**src/rtl/key_pkg.sv**
```systemverilog
// Shared types and constants for the key bounce emulator: FSM states and the
// 16-bit Fibonacci LFSR (taps 16,14,13,11) used for random segment lengths.
package key_pkg;

   localparam int LFSR_W = 16;

   // Bit positions 15,13,12,10 correspond to taps 16,14,13,11.
   localparam logic [LFSR_W-1:0] LFSR_TAPS = 16'hB400;

   typedef enum logic [1:0] {
      ST_IDLE   = 2'd0,
      ST_BOUNCE = 2'd1,
      ST_SETTLE = 2'd2
   } state_t;

   function automatic logic [LFSR_W-1:0] lfsr_next(input logic [LFSR_W-1:0] s);
      return {s[LFSR_W-2:0], ^(s & LFSR_TAPS)};
   endfunction

endpackage

```
**src/rtl/key_lfsr.sv**
```systemverilog
// 16-bit Fibonacci LFSR, steps once per cycle with advance high; 1-cycle latency.
// No backpressure: the caller decides when to advance; rnd exposes the low OUT_W bits.
module key_lfsr
   import key_pkg::*;
#(
   parameter logic [LFSR_W-1:0] SEED  = 16'hACE1,
   parameter int                OUT_W = 2
) (
   input  logic             clk,
   input  logic             reset,
   input  logic             advance,
   output logic [OUT_W-1:0] rnd
);

   logic [LFSR_W-1:0] lfsr_q;
   logic [LFSR_W-1:0] lfsr_d;

   always_comb begin
      lfsr_d = lfsr_q;
      if (advance) begin
         lfsr_d = lfsr_next(lfsr_q);
      end
   end

   always_ff @(posedge clk) begin
      if (reset) begin
         lfsr_q <= SEED;
      end else begin
         lfsr_q <= lfsr_d;
      end
   end

   assign rnd = lfsr_q[OUT_W-1:0];

endmodule

```
**src/rtl/key_bounce_gen.sv**
```systemverilog
// Mechanical-key emulator: on command, key_out bounces 2*BOUNCES+1 edges then holds N cycles; done pulses at the end.
// First edge is registered at the accept edge; cmd_ready only in IDLE, requests while busy are ignored. KEY_BOUNCE_RANDOM_EN selects LFSR segment lengths.
module key_bounce_gen
   import key_pkg::*;
#(
   parameter int                N          = 10,
   parameter int                BOUNCES    = 2,
   parameter int                GLITCH_W   = 2,
   parameter logic              IDLE_LEVEL = 1'b0,
   parameter logic [LFSR_W-1:0] SEED       = 16'hACE1
) (
   input  logic clk,
   input  logic reset,
   input  logic cmd_valid,
   input  logic cmd_level,
   output logic cmd_ready,
   output logic key_out,
   output logic busy,
   output logic done
);

   localparam int SEG_W  = GLITCH_W + 1;
   localparam int HOLD_W = $clog2(N + 1);
   localparam int TOG_W  = $clog2(2 * BOUNCES + 2);

   localparam logic [SEG_W-1:0]  SEG_MAX  = {1'b1, {GLITCH_W{1'b0}}};
   localparam logic [HOLD_W-1:0] HOLD_N   = HOLD_W'(N);
   localparam logic [TOG_W-1:0]  TOG_LAST = TOG_W'(2 * BOUNCES - 1);

   if (SEED == '0) begin : g_seed_chk
      $error("key_bounce_gen: SEED must be nonzero");
   end

   state_t             state_q, state_d;
   logic               key_q, key_d;
   logic               target_q, target_d;
   logic [SEG_W-1:0]   seg_q, seg_d;
   logic [HOLD_W-1:0]  hold_q, hold_d;
   logic [TOG_W-1:0]   tog_q, tog_d;
   logic               done_q, done_d;
   logic               seg_load;
   logic [SEG_W-1:0]   seg_len;
   logic               seg_expire;
   logic               hold_expire;
   logic               accept;

`ifdef KEY_BOUNCE_RANDOM_EN
   logic [GLITCH_W-1:0] rnd;

   key_lfsr #(
      .SEED  (SEED),
      .OUT_W (GLITCH_W)
   ) u_lfsr (
      .clk     (clk),
      .reset   (reset),
      .advance (seg_load),
      .rnd     (rnd)
   );

   assign seg_len = SEG_W'(rnd) + SEG_W'(1);
`else
   assign seg_len = SEG_MAX;
`endif

   assign accept      = cmd_valid && (state_q == ST_IDLE);
   assign seg_expire  = (seg_q == SEG_W'(1));
   assign hold_expire = (hold_q == HOLD_W'(1));

   always_ff @(posedge clk) begin
      if (reset) begin
         state_q  <= ST_IDLE;
         key_q    <= IDLE_LEVEL;
         target_q <= IDLE_LEVEL;
         seg_q    <= '0;
         hold_q   <= '0;
         tog_q    <= '0;
         done_q   <= 1'b0;
      end else begin
         state_q  <= state_d;
         key_q    <= key_d;
         target_q <= target_d;
         seg_q    <= seg_d;
         hold_q   <= hold_d;
         tog_q    <= tog_d;
         done_q   <= done_d;
      end
   end

   always_comb begin
      state_d = state_q;
      unique case (state_q)
         ST_IDLE: begin
            if (accept) begin
               if ((cmd_level != key_q) && (BOUNCES > 0)) begin
                  state_d = ST_BOUNCE;
               end else begin
                  state_d = ST_SETTLE;
               end
            end
         end
         ST_BOUNCE: begin
            if (seg_expire && (tog_q == TOG_LAST)) begin
               state_d = ST_SETTLE;
            end
         end
         ST_SETTLE: begin
            if (hold_expire) begin
               state_d = ST_IDLE;
            end
         end
         default: state_d = ST_IDLE;
      endcase
   end

   always_comb begin
      key_d    = key_q;
      target_d = target_q;
      seg_d    = seg_q;
      hold_d   = hold_q;
      tog_d    = tog_q;
      done_d   = 1'b0;
      seg_load = 1'b0;
      unique case (state_q)
         ST_IDLE: begin
            if (accept) begin
               target_d = cmd_level;
               hold_d   = HOLD_N;
               if (cmd_level != key_q) begin
                  key_d    = cmd_level;
                  tog_d    = '0;
                  seg_load = (BOUNCES > 0);
               end
            end
         end
         ST_BOUNCE: begin
            if (seg_expire) begin
               // The last toggle lands on target by construction; force it so the end level never drifts.
               if (tog_q == TOG_LAST) begin
                  key_d  = target_q;
                  hold_d = HOLD_N;
               end else begin
                  key_d    = ~key_q;
                  tog_d    = tog_q + TOG_W'(1);
                  seg_load = 1'b1;
               end
            end else begin
               seg_d = seg_q - SEG_W'(1);
            end
         end
         ST_SETTLE: begin
            if (hold_expire) begin
               done_d = 1'b1;
            end else begin
               hold_d = hold_q - HOLD_W'(1);
            end
         end
         default: begin
            done_d = 1'b0;
         end
      endcase
      if (seg_load) begin
         seg_d = seg_len;
      end
   end

   always_comb begin
      cmd_ready = (state_q == ST_IDLE);
      busy      = (state_q != ST_IDLE);
      key_out   = key_q;
      done      = done_q;
   end

endmodule

```
**config.mk**
```make
export PLATFORM = sky130hd
export DESIGN_NAME = key_bounce_gen
export DESIGN_NICKNAME = d
export VERILOG_FILES = /design/src/rtl/key_pkg.sv /design/src/rtl/key_lfsr.sv /design/src/rtl/key_bounce_gen.sv
export SDC_FILE = /design/constraint.sdc
export NUM_CORES = 1
export LEC_CHECK = 0
export CELL_PAD_IN_SITES_DETAIL_PLACEMENT = 1
export CELL_PAD_IN_SITES_GLOBAL_PLACEMENT = 1
export CORE_MARGIN = 1
export CORE_UTILIZATION = 45
export CTS_BUF_LIST = sky130_fd_sc_hd__clkbuf_16
export DETAILED_ROUTE_END_ITERATION = 10
export PLACE_DENSITY_LB_ADDON = 0.25
export SYNTH_ARGS = -nofsm -noshare
export SYNTH_HDL_FRONTEND = slang
export SYNTH_SLANG_ARGS = --single-unit
```
**constraint.sdc**
```tcl
create_clock -name clk -period 3.2 [get_ports clk]
set_input_delay 0.64 -clock clk [delete_from_list [all_inputs] [get_ports clk]]
set_output_delay 0.64 -clock clk [all_outputs]
set_load 0.1 [all_outputs]
```
# == Word-level counts from Yosys, hierarchy flattened ==
# Cells that the tools add are included.
# classes
reduce_logical,16
n_mux,29
n_eq_ne,15
bitwise_logic,3
add_sub_neg,3
# ops
op,n
$mux W3,7
$mux W4,4
$ne A2 B2 Y1 const B,7
$pmux W4 S3,1
$reduce_and A5 Y1,2
$mux W1,9
$mux W2,4
$pmux W2 S3,1
$pmux W3 S2,1
$reduce_and A2 Y1,3
$reduce_bool A2 Y1,3
$eq A4 B1 Y1 const B,1
$ne A2 B1 Y1 const B,2
$pmux W1 S2,2
$reduce_and A4 Y1,1
$reduce_or A2 Y1,2
$sub A4 B1 Y4 const B,1
$add A3 B1 Y3 const B,1
$eq A3 B1 Y1 const B,1
$eq A3 B2 Y1 const B,1
$not A1 Y1,3
$reduce_and A3 Y1,1
$reduce_bool A3 Y1,1
$sub A3 B1 Y3 const B,1
other kinds (5),6
# word_totals
ff_bits,15

# == Longest topological paths before layout ==
# logic_depth
depth_word,6
mapped_depth,6

# == Worst setup path after synthesis ==
# OpenSTA, ideal clock, no wires.
# synth_path
path_kind,reg-to-output
start,reg state_q[0]
end,out busy
path_stages_with_launch,4
arrival_time_ns,2.788
slack_ns,-0.228
cell_sequence,dfxtp_1 clkbuf_1 nor2_1 inv_1
# synth_between
elab_chain_cells,1
# synth_lines
item,line_no,rtl
start: declaration,key_bounce_gen.sv:34,"state_t state_q, state_d;"
start signal: assignment,key_bounce_gen.sv:79,state_q <= state_d;
$reduce_bool A2 Y1,key_bounce_gen.sv:168,busy = (state_q != ST_IDLE);
end: declaration,key_bounce_gen.sv:18,"output logic busy,"
# Every way passes these cells.

# == Final worst setup path ==
# layout_path
start,in cmd_valid
end,reg tog_q[1]
# layout_between
elab_chain_cells,3
# layout_lines
item,line_no,rtl
start: declaration,key_bounce_gen.sv:14,"input logic cmd_valid,"
$logic_and A1 B1 Y1,key_bounce_gen.sv:65,assign accept = cmd_valid && (state_q == ST_IDLE);
$ne A2 B1 Y1 (no source line),--,
$reduce_and A5 Y1 (no source line),--,
end signal: assignment,key_bounce_gen.sv:84,tog_q <= tog_d;
end: declaration,key_bounce_gen.sv:39,"logic [TOG_W-1:0] tog_q, tog_d;"
# Every way passes these cells.
# A chain may end at the register's enable or synchronous reset.

==> results_tabular.tex <==
\begin{tabular}{lr}
\hline
Metric & Value \\
\hline
\multicolumn{2}{l}{\textbf{Layout}} \\
Synth-to-Final Area Change & 19.2\% \\
Ratio of cells with drive above 1 in the final layout & 0.153 \\
Multi-input combinational cell area & 482 µm² \\
Fillcell total & 213 \\
Final Core Density & 0.572 \\
Storage element area & between 300 and 400 µm² \\
Nets & approximately 110 \\
Count of inserted antenna diode cells & 0 \\
\multicolumn{2}{l}{\textbf{Critical path}} \\
Critical setup path kind & in -> reg \\
Number of gates on the worst path with buffers counted & 5 \\
Series of cell instances along the critical path & clkdlybuf4s50\_1 -> nor3b\_1 -> o2bb2ai\_1 -> or2\_4 -> o22ai\_2 \\
Critical path endpoint category & register \\
Max stage delay cell, worst path & sky130\_fd\_sc\_hd\_\_nor3b\_1 \\
Worst-path maximum fanout & 5 \\
Delay of the slowest cell on the worst path & between 0.5 and 0.6 ns \\
Number of cells on the worst reg-to-reg path & 6 \\
Worst endpoint required time & between 3 and 4 ns \\
Number of buffer and inverter stages on the critical path & 1 \\
Cell family contributing the most delay on the critical path & simple AND/OR/NAND/NOR gates \\
Data arrival, critical path & between 2 and 2.5 ns \\
Critical path startpoint category & input pin \\
\multicolumn{2}{l}{\textbf{Timing}} \\
Clock skew & between 0.003 and 0.004 ns \\
Max-Slew Margin vs Limit & 0.614 \\
Fin Hold WS & about 0.47 ns \\
Final number of hold-violating endpoints & 0 \\
Final min period & 1.99 ns \\
Highest attainable clock frequency & slightly above 0.5 GHz \\
RSZ-0062 raised after global routing & false \\
Aggregate negative setup slack & 0 ns \\
Final number of setup-violating endpoints & 0 \\
Final critical-path share of the clock period & 0.621 \\
Max Slew Vio Count & 0 \\
Worst slew pin tran & around 0.58 ns \\
\multicolumn{2}{l}{\textbf{CTS}} \\
Number of buffers created by CTS & 3 \\
Clock-pin transition on the worst setup and hold timing paths & $\sim$0.05 ns \\
TritonCTS clock tree & yes \\
Number of hold-repair buffers added at the cts stage & 0 \\
Deepest level of the CTS H-tree & 1 \\
Clock latency at the later pin of the worst-skew pair & about 0.25 ns \\
Number of gates resized after CTS & 0 \\
Setup bufs post-CTS & 0 \\
Clock root cell & sky130\_fd\_sc\_hd\_\_clkbuf\_16 \\
Maximum root-to-sink buffer count & 2 \\
Num Clock Sinks & 15 \\
\multicolumn{2}{l}{\textbf{Floorplanning}} \\
Initial Utilization & 0.480 \\
Count of standard-cell rows & 15 \\
Die Height & 44.9 µm \\
Horizontal die dimension & between 40 and 50 µm \\
Placeable core region & around 0.0017 mm² \\
Die area & around 0.002 mm² \\
Boundary pin count & 8 \\
\multicolumn{2}{l}{\textbf{Detailed routing}} \\
Via-per-instance ratio & approximately 5.8 \\
Number of nets still failing antenna checks after routing & 0 \\
Total DRC errors in the routed layout & 0 \\
Detailed Routing Iterations Pass 1 & 2 \\
Via count & $\sim$710 \\
Total routed wirelength & 1.86 mm \\
Detailed-route wire length per cell & around 15 µm \\
Initial DRC count & 2 \\
\multicolumn{2}{l}{\textbf{Status}} \\
Status & finished clean \\
\multicolumn{2}{l}{\textbf{Yosys}} \\
Number of warnings printed during yosys synthesis & 0 \\
Proportion of synthesized chip area in sequential cells & 0.363 \\
Top area cells in the synthesized netlist & sky130\_fd\_sc\_hd\_\_dfxtp\_1, sky130\_fd\_sc\_hd\_\_ha\_1, sky130\_fd\_sc\_hd\_\_nor2\_1 \\
Post-synthesis area per instance & 9.20 µm² \\
Count of cell types in the netlist & 32 \\
Gate Count Post-Synth & 90 \\
Dominant cell type by area after synthesis & sky130\_fd\_sc\_hd\_\_dfxtp\_1 \\
Net count after synthesis & 100 \\
Area share of the leading cell type in the synthesized netlist & 0.363 \\
Number of synthesized register bits & 15 \\
Mapped cell area & a little over 800 µm² \\
\multicolumn{2}{l}{\textbf{Run}} \\
Max-capacitance violation count & 0 \\
\multicolumn{2}{l}{\textbf{Placed design}} \\
Weighted congestion at the end of routability-driven global placement & around 0.78 \\
Number of port buffers & 7 \\
Placed wire-length estimate after detailed placement & 1.42 mm \\
\multicolumn{2}{l}{\textbf{Power and ir drop}} \\
Reported leakage power & between 0.3 and 0.4 nW \\
Pwr dens & 631 mW/mm² \\
Largest vdd supply drop & roughly 0.36 mV \\
\multicolumn{2}{l}{\textbf{Global routing}} \\
Total GRT Usage & 0.221 \\
Antenna violations before repair & 0 \\
Via count of the first global-routing pass & $\sim$740 \\
Pin count of the biggest net entering global routing & 14 \\
Congestion Overflow GR & 0 \\
Wire length of the first global-routing pass & slightly above 3 mm \\
\multicolumn{2}{l}{\textbf{Min path}} \\
Number of instances on the worst hold path & 2 \\
Kind of path behind the tightest hold check & reg -> reg \\
\hline
\end{tabular}
## registers in the layout (all words and copies together) (netlist names)
| register | flops |
|---|---|
| seg_q | 3 |
| state_q | 2 |
| key_out | 1 |
| done | 1 |
| hold_q | 4 |
| tog_q | 3 |
| target_q | 1 |
## stage by stage
stage | worst slack (ns) | total power [mW] | std cells | cell area, µm²
after floorplan | 0.458 | 0.347 | 90 | 831
after global placement | 1.03 | 0.376 | 119 | 907
after detailed placement | 0.979 | 0.384 | 119 | 907
after CTS | 1.21 | 0.630 | 123 | 987
after global routing | 1.10 | 0.653 | 123 | 987
final | 1.21 | 0.623 | 123 | 987
## placed cells by master (no fill, tap or decap), drive strengths merged, types with 4 or more instances in the layout
| master | count |
|---|---|
| inv | 9 |
| nor3b | 4 |
| nor3 | 5 |
| a21oi | 5 |
| ha | 6 |
| buf | 4 |
| dfxtp | 15 |
| nor2 | 10 |
## final timing paths
kind / from / end / slack [ns]
setup / recovery: cmd_valid / tog_q[1] / 1.21
setup reg to reg: tog_q[0] / tog_q[1] / 1.47
hold reg to reg: tog_q[2] / tog_q[2] / 0.47
hold / removal: tog_q[2] / tog_q[2] / 0.47
## tightest hold or removal path: cells and delay by family (launching register included)
kind | cells | cell delay [ns]
buffers and inverters | 1 | 0.06
AOI/OAI and AO/OA | 1 | 0.07
DFF | 1 | 0.30
## per-layer routing
| layer | routed length, µm | vias up | GRT usage |
|---|---|---|---|
| met5 | 0 | - | 0 |
| met4 | 59 | 0 | 0.139 |
| met3 | 40 | 7 | 0.0360 |
| met2 | 967 | 9 | 0.415 |
| met1 | 793 | 348 | 0.225 |
| li1 | - | 347 | - |
## layout make-up
class	count	share of cell area
inverter	9	0.0342
sequential	15	0.304
clock buffer	3	0.0760
tap	25	0.0317
multi-input combinational	63	0.488
clock inverter	1	0.00507
timing repair buffer	7	0.0608
## cells in the mapped netlist
| cell type | count |
|---|---|
| sky130_fd_sc_hd__a211oi_1 | 3 |
| sky130_fd_sc_hd__a21oi_1 | 5 |
| sky130_fd_sc_hd__a221oi_1 | 1 |
| sky130_fd_sc_hd__a22oi_1 | 2 |
| sky130_fd_sc_hd__a311oi_1 | 2 |
| sky130_fd_sc_hd__and3b_1 | 1 |
| sky130_fd_sc_hd__buf_4 | 1 |
| sky130_fd_sc_hd__clkbuf_1 | 2 |
| sky130_fd_sc_hd__dfxtp_1 | 15 |
| sky130_fd_sc_hd__ha_1 | 6 |
| sky130_fd_sc_hd__inv_1 | 9 |
| sky130_fd_sc_hd__mux2i_1 | 2 |
| sky130_fd_sc_hd__nand2b_1 | 1 |
| sky130_fd_sc_hd__nand2b_2 | 1 |
| sky130_fd_sc_hd__nand3b_1 | 3 |
| sky130_fd_sc_hd__nor2_1 | 10 |
| sky130_fd_sc_hd__nor2b_1 | 3 |
| sky130_fd_sc_hd__nor3_1 | 5 |
| sky130_fd_sc_hd__nor3b_1 | 4 |
| sky130_fd_sc_hd__nor4_1 | 1 |
| sky130_fd_sc_hd__nor4b_1 | 1 |
| sky130_fd_sc_hd__nor4bb_1 | 1 |
| sky130_fd_sc_hd__o22ai_2 | 2 |
| sky130_fd_sc_hd__o2bb2ai_1 | 1 |
| sky130_fd_sc_hd__o32a_1 | 1 |
| sky130_fd_sc_hd__o32ai_2 | 1 |
| sky130_fd_sc_hd__or2_4 | 1 |
| sky130_fd_sc_hd__or3_1 | 1 |
| sky130_fd_sc_hd__or3_4 | 1 |
| sky130_fd_sc_hd__or3b_1 | 1 |
| sky130_fd_sc_hd__xnor2_1 | 1 |
| sky130_fd_sc_hd__xor2_1 | 1 |
## cell families after synthesis
kind of cell	Yosys count	synth area share
AO/OA/AOI/OAI	18	0.180
XOR/XNOR	2	0.0212
adder cells (fa/ha/maj)	6	0.0906
buffers and inverters	12	0.0589
flip-flops	15	0.363
multiplexers	2	0.0242
AND/OR/NAND/NOR	35	0.263
## report_power, final
part	leakage [nW]	internal, mW	total [mW]	switching [mW]
Clock	0.0409	0.167	0.244	0.0772
Sequential	0.123	0.203	0.228	0.0244
Combinational	0.202	0.0533	0.151	0.0981
(Power assumes the default switching activity.)
